===== src/rtl/display_scan_driver_pkg.sv =====
// Shared constants, FSM state type and helpers for the display scan driver.
package display_scan_driver_pkg;

  localparam int unsigned DIGITS    = 4;
  localparam int unsigned BIN_W     = 14;
  localparam int unsigned BCD_W     = DIGITS * 4;
  localparam int unsigned SHIFT_CNT = 14;

  localparam logic [BIN_W-1:0] MAX_VAL = 14'd9999;
  localparam logic [3:0]       BLANK   = 4'hF;

  typedef enum logic [1:0] {
    StIdle,
    StShift,
    StDone
  } state_e;

  function automatic logic [BIN_W-1:0] clamp_bin(input logic [BIN_W-1:0] v);
    return (v > MAX_VAL) ? MAX_VAL : v;
  endfunction

endpackage


===== src/rtl/bcd_add3.sv =====
// Double-dabble correction cell: adds 3 to a BCD nibble that is 5 or more.
module bcd_add3 (
  input  logic [3:0] din,
  output logic [3:0] dout
);

  always_comb begin
    dout = (din >= 4'd5) ? din + 4'd3 : din;
  end

endmodule


===== src/rtl/display_scan_driver.sv =====
// Binary-to-BCD converter (double dabble) feeding a multiplexed 4-digit scan
// output with leading-zero blanking.
module display_scan_driver
  import display_scan_driver_pkg::*;
#(
  parameter int unsigned REFRESH_DIV = 100000
) (
  input  logic             clk,
  input  logic             rst,
  input  logic [BIN_W-1:0] bin_in,
  input  logic             load,
  output logic             busy,
  output logic             done,
  output logic             overflow,
  output logic [1:0]       en,
  output logic [3:0]       num
);

  localparam int unsigned CntW = (REFRESH_DIV > 1) ? $clog2(REFRESH_DIV) : 1;
  localparam logic [CntW-1:0] CntMax = CntW'(REFRESH_DIV - 1);

  state_e            state_q, state_d;
  logic [BIN_W-1:0]  sr_q, sr_d;
  logic [BCD_W-1:0]  bcd_q, bcd_d;
  logic [BCD_W-1:0]  bcd_adj;
  logic [3:0]        cnt_q, cnt_d;
  logic [BCD_W-1:0]  disp_q, disp_d;
  logic              ovf_q, ovf_d;
  logic              done_q, done_d;
  logic [CntW-1:0]   rcnt_q;
  logic [1:0]        idx_q;
  logic              unused_adj_msb;

  for (genvar g = 0; g < DIGITS; g++) begin : g_add3
    bcd_add3 u_add3 (
      .din  (bcd_q[4*g +: 4]),
      .dout (bcd_adj[4*g +: 4])
    );
  end

  // Top adjusted bit is shifted out; a value <= 9999 never sets it.
  assign unused_adj_msb = bcd_adj[BCD_W-1];

  always_ff @(posedge clk or posedge rst) begin
    if (rst) begin
      state_q <= StIdle;
      sr_q    <= '0;
      bcd_q   <= '0;
      cnt_q   <= '0;
      disp_q  <= '0;
      ovf_q   <= 1'b0;
      done_q  <= 1'b0;
    end else begin
      state_q <= state_d;
      sr_q    <= sr_d;
      bcd_q   <= bcd_d;
      cnt_q   <= cnt_d;
      disp_q  <= disp_d;
      ovf_q   <= ovf_d;
      done_q  <= done_d;
    end
  end

  always_comb begin
    state_d = state_q;
    sr_d    = sr_q;
    bcd_d   = bcd_q;
    cnt_d   = cnt_q;
    disp_d  = disp_q;
    ovf_d   = ovf_q;
    done_d  = 1'b0;
    unique case (state_q)
      StIdle: begin
        if (load) begin
          sr_d    = clamp_bin(bin_in);
          bcd_d   = '0;
          cnt_d   = '0;
          ovf_d   = (bin_in > MAX_VAL);
          state_d = StShift;
        end
      end
      StShift: begin
        bcd_d = {bcd_adj[BCD_W-2:0], sr_q[BIN_W-1]};
        sr_d  = {sr_q[BIN_W-2:0], 1'b0};
        cnt_d = cnt_q + 4'd1;
        if (cnt_q == 4'(SHIFT_CNT - 1)) begin
          state_d = StDone;
        end
      end
      StDone: begin
        disp_d  = bcd_q;
        done_d  = 1'b1;
        state_d = StIdle;
      end
      default: state_d = StIdle;
    endcase
  end

  // Free-running digit scan, independent of the conversion FSM.
  always_ff @(posedge clk or posedge rst) begin
    if (rst) begin
      rcnt_q <= '0;
      idx_q  <= '0;
    end else if (rcnt_q == CntMax) begin
      rcnt_q <= '0;
      idx_q  <= idx_q + 2'd1;
    end else begin
      rcnt_q <= rcnt_q + 1'b1;
    end
  end

  logic blank;

  always_comb begin
    blank = 1'b0;
    case (idx_q)
      2'd3:    blank = (disp_q[15:12] == 4'd0);
      2'd2:    blank = (disp_q[15:8] == 8'd0);
      2'd1:    blank = (disp_q[15:4] == 12'd0);
      default: blank = 1'b0;
    endcase
    num = blank ? BLANK : disp_q[4*idx_q +: 4];
  end

  assign en       = idx_q;
  assign busy     = (state_q != StIdle);
  assign done     = done_q;
  assign overflow = ovf_q;

endmodule


===== config.mk =====
export PLATFORM = sky130hd
export DESIGN_NAME = display_scan_driver
export DESIGN_NICKNAME = d
export VERILOG_FILES = /design/src/rtl/display_scan_driver_pkg.sv /design/src/rtl/bcd_add3.sv /design/src/rtl/display_scan_driver.sv
export SDC_FILE = /design/constraint.sdc
export NUM_CORES = 1
export LEC_CHECK = 0
export BUFFER_PORTS_ARGS = -buffer_cell sky130_fd_sc_hd__clkbuf_2
export CAP_MARGIN = 25
export CORE_MARGIN = 8
export CORE_UTILIZATION = 39
export DETAILED_ROUTE_END_ITERATION = 12
export PLACE_DENSITY = 0.6
export SLEW_MARGIN = 20
export SYNTH_ARGS = -nofsm -noshare
export SYNTH_HDL_FRONTEND = slang
export SYNTH_SLANG_ARGS = --single-unit

===== constraint.sdc =====
create_clock -name clk -period 5 [get_ports clk]
set_clock_uncertainty 0.2 [all_clocks]
set_input_delay 0 -clock clk [delete_from_list [all_inputs] [get_ports clk]]
set_output_delay 0 -clock clk [all_outputs]
set_load 0.05 [all_outputs]

==> metrics.txt <==
status=completed; final setup vio count=0; Post-Syn Area=3600 um^2; Cell variety after synth=42; cell with the most instances after synthesis=dfrtp_1; actual slew at the worst max-slew pin=0.695 ns; fill count=862; nets=425; WL per Instance=14.8 um; core region area=9110 um^2; DR vias/cell=5.18; Async SR Flop Fraction=100%; period utilization=49.3%; vias in the first global route=2631; Post-synth EDFFs=0; Startpoint Class=register; Design Area, Final=4350 um^2; gr usage total=12.7%; met1 WL=3660 um; DRC=0; warnings from Yosys=0; H-tree depth=3; CP top delay family=simple AND/OR/NAND/NOR gates; Max Fclk=406 MHz; clock-pin transition on the worst setup and hold timing paths=0.08 ns; Area contributors post-synth=dfrtp_1, mux2_2, ha_1, nand3_1, o21ai_0; ANT cells=0; CP peak stage delay=0.70 ns; ratio of cells with drive above 1 in the final layout=20.9%; max_cap viols=0; number of buffers created by CTS=9; post-DP HPWL=4930 um; antenna violations before repair=0; top routing layer in use=met4; Total Die Area=12600 um^2; DP Area=3860 um^2; Leak Pwr=2.01 nW; Mapped Nets=366; Port Buffers=25; clk root buf=clkbuf_8; final wirelength=7540 um; CP max FO=18; Initial Util=39.5%; RSZ-0062 raised after global routing=false; RD Place Congestion=0.771; VDD IR max=0.264 mV; top_reg_cell synth=dfrtp_1; largest net degree at the start of global routing=74; pwr/cell area=495 nW/um^2; initial DRC count=131; WS Path Type=register to register; Clock Tree Buf Depth=2; pins over their slew limit=0; largest area contributor in the netlist=dfrtp_1; # clock sinks=73; Worst slew margin=53.3%; area grow syn2layout=20.8%; worst-path cell chain=or3b_2, a21oi_1, a21o_1, dlygate4sd3_1; Post-DRT Antenna Nets=0; flops & latches, synth=73; die height=112 um; Seq/Total Area, Yosys=50.7%; Worst Hold Slack=0.0647 ns; final hold vios=0; Avg Inst Size Synth=10.8 um^2; TNS Setup=0 ns; first-pass GRT wire length=12900 um; Skew-Pair Late Insertion Delay=0.34 ns; Hold Path Class=primary input to asynchronous set/reset pin; post-CTS setup buffer count=0; reg2reg path depth=4; CP endpoint kind=register; DRT Pass-1 Iters=4; Commonest cells post-synth=dfrtp_1, nand3_1, nand2_1; Bufs and invs on worst path=1; gr ovfl total=0; via count=2638; worst flop-to-flop path endpoint=sr_q[5]$_DFFE_PP0P_; Period minus WS final=2.46 ns; R2R Path Start=state_q[1]$_DFFE_PP0P_; TritonCTS clock tree=done; # rows=35; Critical Path AT=2.55 ns; met2 wire length=3550 um; Reg2Reg Setup Slack=2.54 ns; Stages on worst setup path=4; crit path max-delay cell type=or3b_2; top cell type's share of synthesized area=50.7%; # IOs=26; Req. time, crit path=5.08 ns; Met3 Wirelength=180 um; Die Span X=112 um; Gate Count Post-Synth=334
metal layers:
metal | track usage [%] | up-vias
li1 | - | 1299
met1 | 16.4 | 1300
met2 | 20.0 | 29
met3 | 2.63 | 10
met4 | 5.94 | 0
met5 | 0 | -
final cells by class:
| cell class | count | area, um^2 | share of cell area (%) |
|---|---|---|---|
| inverters | 14 | 52.6 | 1.21 |
| repair buffers | 61 | 488 | 11.2 |
| clock buffers | 14 | 163 | 3.74 |
| flip-flops and latches | 73 | 1830 | 42.0 |
| clock inverters | 2 | 12.5 | 0.288 |
| well taps | 111 | 139 | 3.19 |
| multi-input cells | 234 | 1670 | 38.3 |
worst max path at each step:
stage,end,slack [ns],startpoint
finish,sr_q[5]$_DFFE_PP0P_,2.54,state_q[1]$_DFFE_PP0P_
global route,num[0],2.31,en[1]$_DFFE_PP0N_
CTS,sr_q[11]$_DFFE_PP0P_,2.30,state_q[0]$_DFFE_PP0P_
detailed placement,bcd_q[3]$_DFFE_PP0P_,2.83,state_q[0]$_DFFE_PP0P_
global placement,en[1]$_DFFE_PP0N_,2.87,rcnt_q[11]$_DFF_PP0_
floorplan,bcd_q[0]$_DFFE_PP0P_,2.95,rst
state kept, by name, indices dropped and copies added (netlist names):
signal    flops
disp_q       16
state_q       2
en            2
overflow      1
done          1
sr_q         14
bcd_q        16
cnt_q         4
rcnt_q       17
cell families (layout without fill, tap and decap cells):
logic type / after synthesis / count (layout) / share of synthesized area [%]
buffers and inverters: 27 / 91 / 2.95
AOI/OAI and AO/OA: 55 / 55 / 9.28
xor gates and xnor gates: 22 / 22 / 5.35
and+or+nand+nor: 118 / 118 / 17.7
muxes: 24 / 24 / 8.76
adders and majority gates: 15 / 15 / 5.21
DFF: 73 / 73 / 50.7
layout by cell type (no fill, tap or decap), types with 2 or more instances in the layout:
cell type	instances
a21o_1	4
a21oi_1	10
a22o_1	4
a22oi_1	8
buf_4	5
clkbuf_1	3
clkbuf_2	25
clkbuf_8	11
dfrtp_1	73
dlygate4sd3_1	29
ha_1	15
inv_1	13
mux2_2	20
mux4_2	4
nand2_1	24
nand2b_1	6
nand3_1	31
nand3b_1	2
nand4_1	3
nor2_1	16
nor2b_1	3
nor3_1	7
nor3b_1	2
nor4_1	6
o21ai_0	23
o31ai_1	4
or2_2	5
or4_1	2
xnor2_1	12
xor2_1	10
power breakdown:
group	switching [mW]	internal (mW)	leakage [nW]	total (mW)
clock network	0.213	0.207	0.0867	0.420
logic	0.409	0.407	0.979	0.816
registers	0.151	0.765	0.945	0.916
total	0.772	1.38	2.01	2.15
stage by stage:
stage | utilization [%] | power (mW) | std cells | setup WS (ns)
finish | 47.7 | 2.15 | 509 | 2.54
global route | 47.7 | 2.31 | 509 | 2.31
CTS | 47.4 | 2.16 | 507 | 2.30
detailed placement | 42.3 | 1.64 | 462 | 2.83
global placement | 42.2 | 1.60 | 461 | 2.87
floorplan | - | 1.45 | 334 | 2.95
tightest hold or removal path: stages:
cell	delay, ns
dlygate4sd3_1	0.53
clkbuf_2	0.11
inv_2	0.03
buf_4	0.36
repair_timing:
item	in CTS	in global routing
hold buffers	29	0
resized for setup	0	0
hold endpoints to repair	89	0
Note: power is estimated with default switching activity, not from simulation.
